--- src/rtl/vnlp_job_arbiter_if.sv ---
// Bundles the requester side and the VNLP side of the job arbiter.
//   master : arbiter view (drives gnt, rsp_*, vnlp_start/base/full_precis)
//   slave  : environment view (requesters plus the VNLP datapath)
// Ports carried:
//   req, req_addr, req_full_precis, rsp_ack     requester -> arbiter
//   gnt, rsp_valid, rsp_norm2, rsp_norm2_full,
//   rsp_len, rsp_timeout                        arbiter -> requester
//   vnlp_start, vnlp_base, vnlp_full_precis     arbiter -> VNLP
//   vnlp_done, vnlp_norm2, vnlp_norm2_full,
//   vnlp_len                                    VNLP -> arbiter
interface vnlp_job_arbiter_if #(
  parameter int NREQ   = 4,
  parameter int ADDR_W = 9,
  parameter int WORD_W = 24,
  parameter int PRECIS = 39,
  parameter int LEN_W  = 8
);
  logic [NREQ-1:0]        req;
  logic [NREQ*ADDR_W-1:0] req_addr;
  logic [NREQ-1:0]        req_full_precis;
  logic [NREQ-1:0]        gnt;
  logic [NREQ-1:0]        rsp_valid;
  logic [NREQ-1:0]        rsp_ack;
  logic [WORD_W-1:0]      rsp_norm2;
  logic [PRECIS-1:0]      rsp_norm2_full;
  logic [LEN_W-1:0]       rsp_len;
  logic                   rsp_timeout;
  logic                   vnlp_start;
  logic [ADDR_W-1:0]      vnlp_base;
  logic                   vnlp_full_precis;
  logic                   vnlp_done;
  logic [WORD_W-1:0]      vnlp_norm2;
  logic [PRECIS-1:0]      vnlp_norm2_full;
  logic [LEN_W-1:0]       vnlp_len;

  modport master (
    input  req, req_addr, req_full_precis, rsp_ack,
           vnlp_done, vnlp_norm2, vnlp_norm2_full, vnlp_len,
    output gnt, rsp_valid, rsp_norm2, rsp_norm2_full, rsp_len, rsp_timeout,
           vnlp_start, vnlp_base, vnlp_full_precis
  );

  modport slave (
    output req, req_addr, req_full_precis, rsp_ack,
           vnlp_done, vnlp_norm2, vnlp_norm2_full, vnlp_len,
    input  gnt, rsp_valid, rsp_norm2, rsp_norm2_full, rsp_len, rsp_timeout,
           vnlp_start, vnlp_base, vnlp_full_precis
  );
endinterface

--- src/rtl/vnlp_job_arbiter.sv ---
// Round-robin arbiter sharing one VNLP vector-norm datapath among NREQ
// requesters. One job in flight at a time; results (or a watchdog abort)
// are returned to the winning requester over a valid/ack handshake.
// Ports:
//   clk        rising-edge clock
//   reset      synchronous, active-high
//   bus        vnlp_job_arbiter_if.master (requester and VNLP signals)
//   the_state  current FSM state, for debug
// All outputs are registered: a decision taken in one state becomes visible
// on the following cycle (gnt in LAUNCH, vnlp_start in the first WAIT cycle,
// rsp_valid in RESP).
//
// state  | meaning
// IDLE   | pick a round-robin winner among pending requests
// LAUNCH | grant visible; issue start to the VNLP, arm the watchdog
// WAIT   | wait for a done rising edge or watchdog expiry
// RESP   | result pending for the owner until it acks
module vnlp_job_arbiter #(
  parameter int NREQ    = 4,
  parameter int ADDR_W  = 9,
  parameter int WORD_W  = 24,
  parameter int PRECIS  = 39,
  parameter int LEN_W   = 8,
  parameter int TIMEOUT = 1023
) (
  input  logic                    clk,
  input  logic                    reset,
  vnlp_job_arbiter_if.master      bus,
  output logic [1:0]              the_state
);
  localparam int PTR_W = $clog2(NREQ);
  localparam int WD_W  = $clog2(TIMEOUT + 1);

  typedef enum logic [1:0] {
    S_IDLE   = 2'b00,
    S_LAUNCH = 2'b01,
    S_WAIT   = 2'b10,
    S_RESP   = 2'b11
  } state_t;

  state_t            state_q, state_d;
  logic [PTR_W-1:0]  ptr_q, owner_q, win_idx;
  logic [PTR_W:0]    scan_idx;
  logic              win_found;
  logic              done_q;
  logic [WD_W-1:0]   wd_cnt_q;
  logic [NREQ-1:0]   gnt_q, rsp_valid_q;
  logic              start_q;
  logic [ADDR_W-1:0] base_q;
  logic              full_precis_q;
  logic [WORD_W-1:0] norm2_q;
  logic [PRECIS-1:0] norm2_full_q;
  logic [LEN_W-1:0]  len_q;
  logic              timeout_q;
  logic              done_edge, wd_expired, ack_fire;
  logic              grant_fire, capture_fire, abort_fire;

  // First set request bit at or above ptr, wrapping modulo NREQ.
  always_comb begin
    win_found = 1'b0;
    win_idx   = '0;
    scan_idx  = '0;
    for (int i = 0; i < NREQ; i++) begin
      scan_idx = {1'b0, ptr_q} + (PTR_W+1)'(i);
      if (scan_idx >= (PTR_W+1)'(NREQ))
        scan_idx = scan_idx - (PTR_W+1)'(NREQ);
      if (!win_found && bus.req[scan_idx[PTR_W-1:0]]) begin
        win_found = 1'b1;
        win_idx   = scan_idx[PTR_W-1:0];
      end
    end
  end

  // A done level left high by a previous job is not an edge.
  assign done_edge  = bus.vnlp_done & ~done_q;
  assign wd_expired = (wd_cnt_q == '0);
  assign ack_fire   = bus.rsp_ack[owner_q];

  always_ff @(posedge clk) begin
    if (reset) state_q <= S_IDLE;
    else       state_q <= state_d;
  end

  always_comb begin
    state_d      = state_q;
    grant_fire   = 1'b0;
    capture_fire = 1'b0;
    abort_fire   = 1'b0;
    case (state_q)
      S_IDLE: begin
        if (win_found) begin
          grant_fire = 1'b1;
          state_d    = S_LAUNCH;
        end
      end
      S_LAUNCH: state_d = S_WAIT;
      S_WAIT: begin
        // Completion takes priority over a simultaneous watchdog expiry.
        if (done_edge) begin
          capture_fire = 1'b1;
          state_d      = S_RESP;
        end else if (wd_expired) begin
          abort_fire = 1'b1;
          state_d    = S_RESP;
        end
      end
      S_RESP: begin
        if (ack_fire) state_d = S_IDLE;
      end
      default: state_d = S_IDLE;
    endcase
  end

  always_ff @(posedge clk) begin
    if (reset) begin
      ptr_q         <= '0;
      owner_q       <= '0;
      done_q        <= 1'b0;
      wd_cnt_q      <= '0;
      gnt_q         <= '0;
      rsp_valid_q   <= '0;
      start_q       <= 1'b0;
      base_q        <= '0;
      full_precis_q <= 1'b0;
      norm2_q       <= '0;
      norm2_full_q  <= '0;
      len_q         <= '0;
      timeout_q     <= 1'b0;
    end else begin
      done_q  <= bus.vnlp_done;
      gnt_q   <= '0;
      start_q <= 1'b0;

      if (grant_fire) begin
        owner_q       <= win_idx;
        base_q        <= bus.req_addr[int'(win_idx)*ADDR_W +: ADDR_W];
        full_precis_q <= bus.req_full_precis[win_idx];
        gnt_q         <= NREQ'(1) << win_idx;
        ptr_q         <= (win_idx == PTR_W'(NREQ - 1)) ? '0 : win_idx + 1'b1;
      end

      // Watchdog is a down-counter: loaded in LAUNCH, expires at zero, so
      // the abort lands TIMEOUT+1 cycles after the visible start pulse.
      if (state_q == S_LAUNCH) begin
        start_q  <= 1'b1;
        wd_cnt_q <= WD_W'(TIMEOUT);
      end else if (state_q == S_WAIT && !wd_expired) begin
        wd_cnt_q <= wd_cnt_q - 1'b1;
      end

      if (capture_fire) begin
        norm2_q      <= bus.vnlp_norm2;
        norm2_full_q <= bus.vnlp_norm2_full;
        len_q        <= bus.vnlp_len;
        timeout_q    <= 1'b0;
        rsp_valid_q  <= NREQ'(1) << owner_q;
      end else if (abort_fire) begin
        norm2_q      <= '0;
        norm2_full_q <= '0;
        len_q        <= '0;
        timeout_q    <= 1'b1;
        rsp_valid_q  <= NREQ'(1) << owner_q;
      end

      if (state_q == S_RESP && ack_fire)
        rsp_valid_q <= '0;
    end
  end

  // Start is masked by reset so a job aborted by reset never sees a start.
  assign bus.vnlp_start       = start_q & ~reset;
  assign bus.gnt              = gnt_q;
  assign bus.rsp_valid        = rsp_valid_q;
  assign bus.rsp_norm2        = norm2_q;
  assign bus.rsp_norm2_full   = norm2_full_q;
  assign bus.rsp_len          = len_q;
  assign bus.rsp_timeout      = timeout_q;
  assign bus.vnlp_base        = base_q;
  assign bus.vnlp_full_precis = full_precis_q;
  assign the_state            = state_q;
endmodule

--- src/flat_wrapper.sv ---
// flat-port wrapper written by rule: the top's interface ports become plain ports
module vnlp_job_arbiter_flat 
#(
  parameter int NREQ    = 4,
  parameter int ADDR_W  = 9,
  parameter int WORD_W  = 24,
  parameter int PRECIS  = 39,
  parameter int LEN_W   = 8,
  parameter int TIMEOUT = 1023
)
  (clk, reset, the_state, bus_req, bus_req_addr, bus_req_full_precis, bus_rsp_ack, bus_vnlp_done, bus_vnlp_norm2, bus_vnlp_norm2_full, bus_vnlp_len, bus_gnt, bus_rsp_valid, bus_rsp_norm2, bus_rsp_norm2_full, bus_rsp_len, bus_rsp_timeout, bus_vnlp_start, bus_vnlp_base, bus_vnlp_full_precis);
  vnlp_job_arbiter_if #(.NREQ(NREQ), .ADDR_W(ADDR_W), .WORD_W(WORD_W), .PRECIS(PRECIS), .LEN_W(LEN_W)) bus_i ();
  input  logic clk;
  input  logic reset;
  output logic [1:0] the_state;
  input wire logic [$bits(bus_i.req)-1:0] bus_req;
  input wire logic [$bits(bus_i.req_addr)-1:0] bus_req_addr;
  input wire logic [$bits(bus_i.req_full_precis)-1:0] bus_req_full_precis;
  input wire logic [$bits(bus_i.rsp_ack)-1:0] bus_rsp_ack;
  input wire logic [$bits(bus_i.vnlp_done)-1:0] bus_vnlp_done;
  input wire logic [$bits(bus_i.vnlp_norm2)-1:0] bus_vnlp_norm2;
  input wire logic [$bits(bus_i.vnlp_norm2_full)-1:0] bus_vnlp_norm2_full;
  input wire logic [$bits(bus_i.vnlp_len)-1:0] bus_vnlp_len;
  output wire logic [$bits(bus_i.gnt)-1:0] bus_gnt;
  output wire logic [$bits(bus_i.rsp_valid)-1:0] bus_rsp_valid;
  output wire logic [$bits(bus_i.rsp_norm2)-1:0] bus_rsp_norm2;
  output wire logic [$bits(bus_i.rsp_norm2_full)-1:0] bus_rsp_norm2_full;
  output wire logic [$bits(bus_i.rsp_len)-1:0] bus_rsp_len;
  output wire logic [$bits(bus_i.rsp_timeout)-1:0] bus_rsp_timeout;
  output wire logic [$bits(bus_i.vnlp_start)-1:0] bus_vnlp_start;
  output wire logic [$bits(bus_i.vnlp_base)-1:0] bus_vnlp_base;
  output wire logic [$bits(bus_i.vnlp_full_precis)-1:0] bus_vnlp_full_precis;
  assign bus_i.req = bus_req;
  assign bus_i.req_addr = bus_req_addr;
  assign bus_i.req_full_precis = bus_req_full_precis;
  assign bus_i.rsp_ack = bus_rsp_ack;
  assign bus_i.vnlp_done = bus_vnlp_done;
  assign bus_i.vnlp_norm2 = bus_vnlp_norm2;
  assign bus_i.vnlp_norm2_full = bus_vnlp_norm2_full;
  assign bus_i.vnlp_len = bus_vnlp_len;
  assign bus_gnt = bus_i.gnt;
  assign bus_rsp_valid = bus_i.rsp_valid;
  assign bus_rsp_norm2 = bus_i.rsp_norm2;
  assign bus_rsp_norm2_full = bus_i.rsp_norm2_full;
  assign bus_rsp_len = bus_i.rsp_len;
  assign bus_rsp_timeout = bus_i.rsp_timeout;
  assign bus_vnlp_start = bus_i.vnlp_start;
  assign bus_vnlp_base = bus_i.vnlp_base;
  assign bus_vnlp_full_precis = bus_i.vnlp_full_precis;
  vnlp_job_arbiter #(.NREQ(NREQ), .ADDR_W(ADDR_W), .WORD_W(WORD_W), .PRECIS(PRECIS), .LEN_W(LEN_W), .TIMEOUT(TIMEOUT)) u_core (.clk(clk), .reset(reset), .bus(bus_i), .the_state(the_state));
endmodule
--- config.mk ---
export PLATFORM = sky130hd
export DESIGN_NAME = vnlp_job_arbiter_flat
export DESIGN_NICKNAME = d
export VERILOG_FILES = /design/src/rtl/vnlp_job_arbiter_if.sv /design/src/rtl/vnlp_job_arbiter.sv /design/src/flat_wrapper.sv
export SDC_FILE = /design/constraint.sdc
export NUM_CORES = 1
export LEC_CHECK = 0
export ABC_AREA = 1
export CAP_MARGIN = 20
export CORE_UTILIZATION = 43
export DETAILED_ROUTE_END_ITERATION = 12
export PLACE_DENSITY = 0.81
export SETUP_SLACK_MARGIN = 0.15
export SLEW_MARGIN = 20
export SYNTH_ARGS = -nofsm -noshare
export SYNTH_HDL_FRONTEND = slang
export SYNTH_SLANG_ARGS = --single-unit
--- constraint.sdc ---
create_clock -name clk -period 2.1 [get_ports clk]
set_clock_uncertainty 0.05 [all_clocks]
set_input_delay 0.525 -clock clk [delete_from_list [all_inputs] [get_ports clk]]
set_output_delay 0.525 -clock clk [all_outputs]
set_load 0.005 [all_outputs]
==> flow_summary.toml <==
[timing]
finalCritPeriodShare = 0.918
hold_violations = 0
worst_slew_pin_slew_ns = 0.679
fin_crit_ns = 1.93
rsz0062_at_grt = "yes"
setup_violations = 0
fmax_mhz = 519
maxSlewHeadroom = 0.547
slew_viol_final = 0

[layout]
syn_to_final_growth_pct = 62.2
fin_area_sq_um = 8140
layout-drive-gt1-share = 0.134
final.fill_count = 887
final_cells = 1086
antenna_cells = 0
fin_util = 0.713
fin_nets = 1065

[power]
finalPower_uw = 10700
power_switching_uw = 4290
ir_drop_mv = 0.758
combPwrFrac = 0.567
p_seq_frac = 0.253
p_clk_frac = 0.179
p_int_uw = 6430
total_leakage_power_uw = 0.00336
p_sw_frac = 0.400
p_per_area_nw_per_um2 = 1320

[grt]
grt_pass1_vias = 5094
grt_max_degree = 65
grt_pass1_wl_um = 24000
grt_overflow = 0
track_usage = 0.254
antenna_found_initial = 0

[cts]
cts-hold-fix-buffers = 0
cts_tree = "done"
cts_max_level = 3
clock-sinks = 108
clock_path_buffers = 2
clock_latency_ns = 0.35
cts_buffers = 9
cts_root_buf = "clkbuf_16"
path_clk_slew_ns = 0.07

[synthesis]
synth_top_area_cell = "dfxtp_1"
syn_nets = 842
synthDistinctLibCells = 29
ys_warn_count = 0
syn_inst = 715
syn_avg_cell_area_sq_um = 7.02
synth_top_area_frac = 0.431
synth-seq-cells = 108
synth_area_sq_um = 5020
ys_seq_area_frac = 0.431
synth_area_leaders = "dfxtp_1 (43%), nand2_1 (12%), nand3_1 (11%), a21oi_1 (8.8%), inv_1 (6.1%)"

[drt]
num_vias = 5573
routedWlPerCell_um = 14.5
wl_um = 15700
drtAntennaViolNets = 0
drt_pass1_iterations = 5
avgViaCountPerCell = 5.13
drt_iter0_drc = 350
drc_errors = 0

[hold_path]
hold_path.class = "reg -> reg"

[worst_setup_path]
critPathMaxStageDelay_ns = 0.38
critPathKind = "reg -> reg"
critPathLaunchType = "flop"
path_max_fanout = 9
cp_common_cell = "nand3_4"
endpoint_kind = "flop"
cp_slowest_cell = "dfxtp_4"
worstPathArrival_ns = 2.12
cp.required_ns = 2.29
crit_path_cell_trace = "inv_6 -> nand2_2 -> nand3_4 -> nand2_4 -> nor2_8 -> nand3_4 -> nand3_4 -> buf_12 -> inv_1 -> nand2_1 -> nand3_1 -> nand2_1 -> inv_1"

[placement]
placedInstanceArea_sq_um = 7460
gp_congestion = 0.870
port-buffer-count = 214
dpl.hpwl_um = 10500
placed_cells = 1058

[die]
fp-row-count = 39
dieArea_sq_um = 12100
initial_utilization = 0.440
fp.dieW_um = 110
core_sq_um = 11400
io_pins = 215
fp.dieH_um = 110

[run]
maxCapViolations = 0

[status]
outcome = "complete, no violations"
==> power groups by stage <==
stage               Sequential, uW  Clock (uW)  Combinational [uW]
global route                  2760        2030                6660
global placement              2710           0                4930
finish                        2720        1920                6090
CTS                           2680        1960                5680
floorplan                     2690           0                3140
detailed placement            2720           0                5020
==> sequential cells by signal (all words and copies together), names as in the netlist <==
| name | flops |
|---|---|
| u_core.bus.gnt | 4 |
| u_core.bus.rsp_len | 8 |
| u_core.bus.rsp_norm2 | 24 |
| u_core.bus.rsp_norm2_full | 39 |
| u_core.bus.rsp_timeout | 1 |
| u_core.bus.rsp_valid | 4 |
| u_core.bus.vnlp_base | 9 |
| u_core.bus.vnlp_full_precis | 1 |
| u_core.done_q | 1 |
| u_core.owner_q | 2 |
| u_core.ptr_q | 2 |
| u_core.start_q | 1 |
| u_core.the_state | 2 |
| u_core.wd_cnt_q | 10 |
==> synthesized netlist by cell type (all sizes together) <==
library cell	instances
clkbuf	27
nand4	23
ha	5
and3	1
a31oi	6
inv	84
o211ai	1
nand3	117
buf	20
o21a	1
dfxtp	108
nand3b	1
a21oi	88
nor3	3
nand2	171
o31ai	1
clkinv	2
o21ai	13
nor2	43
==> cell usage in the layout, fill, tap and decap left out, types with 3 or more instances in the layout <==
master / n
buf_12: 10
nor2_1: 40
nor3_1: 3
dfxtp_1: 105
nand3_1: 103
ha_1: 3
buf_4: 29
nand2_1: 143
nand4_1: 23
clkinv_4: 3
nand2_2: 15
nand3_4: 5
a21oi_1: 88
inv_2: 8
inv_1: 74
clkbuf_16: 9
buf_6: 4
nand3_2: 9
nand2_4: 13
clkdlybuf4s50_1: 209
o21ai_0: 12
dlygate4sd2_1: 3
a31oi_1: 6
==> kinds of logic after synthesis <==
| family | after synthesis | share of synthesized area |
|---|---|---|
| AO/OA/AOI/OAI | 110 | 0.114 |
| adder cells (fa/ha/maj) | 5 | 0.0125 |
| buffers and inverters | 133 | 0.111 |
| flip-flops | 108 | 0.431 |
| AND/OR/NAND/NOR | 359 | 0.332 |
==> metrics by stage <==
| stage | TNS (ns) | setup WS, ns | hold WS [ns] |
|---|---|---|---|
| CTS | 0 | 0.191 | 0.402 |
| global route | 0 | 0.0939 | 0.431 |
| global placement | -3.96 | -0.250 | 0.389 |
| finish | 0 | 0.173 | 0.400 |
| floorplan | 0 | 0.325 | 0.392 |
| detailed placement | -4.95 | -0.327 | 0.390 |
==> cell type report <==
class                   instances  area, sq um  share of cell area
clock buffers                  11          253              0.0310
repair buffers                258         2630               0.323
flip-flops and latches        108         2170               0.267
well taps                     143          179              0.0220
multi-input cells             474         2480               0.304
clock inverters                 5         88.8              0.0109
inverters                      86          335              0.0412
repair inverters                1         8.76             0.00108
==> metal layers <==
metal  GRT usage  vias to the layer above  part of all wire
met4       0.116                        0             0.031
met2       0.413                      225              0.49
met3      0.0770                       41             0.082
li1            -                     2776                 -
met1       0.308                     2531              0.40
met5           0                        -                 0
==> path summary, 6_finish.rpt <==
check,startpoint,to,slack (ns),depth (start not counted)
min,u_core.bus.rsp_timeout,u_core.bus.rsp_timeout,0.40,2
max reg2reg,u_core.ptr_q[0],u_core.ptr_q[1],0.17,13
max,u_core.ptr_q[0],u_core.ptr_q[1],0.17,13
min reg2reg,u_core.bus.rsp_timeout,u_core.bus.rsp_timeout,0.40,2
==> critical path: cells and delay by family, from the launching register on <==
| kind | cells | cell delay [ns] |
|---|---|---|
| buffers and inverters | 4 | 0.34 |
| flip-flops | 1 | 0.38 |
| AND/OR/NAND/NOR | 9 | 1.05 |
==> what timing repair did <==
action | in CTS | in global routing
setup buffers | 5 | 5
setup endpoints to repair | 20 | 97
pin swaps | 10 | 17
resized for setup | 35 | 37
cloned | 2 | 0
Power figures use the tool's default switching activity.
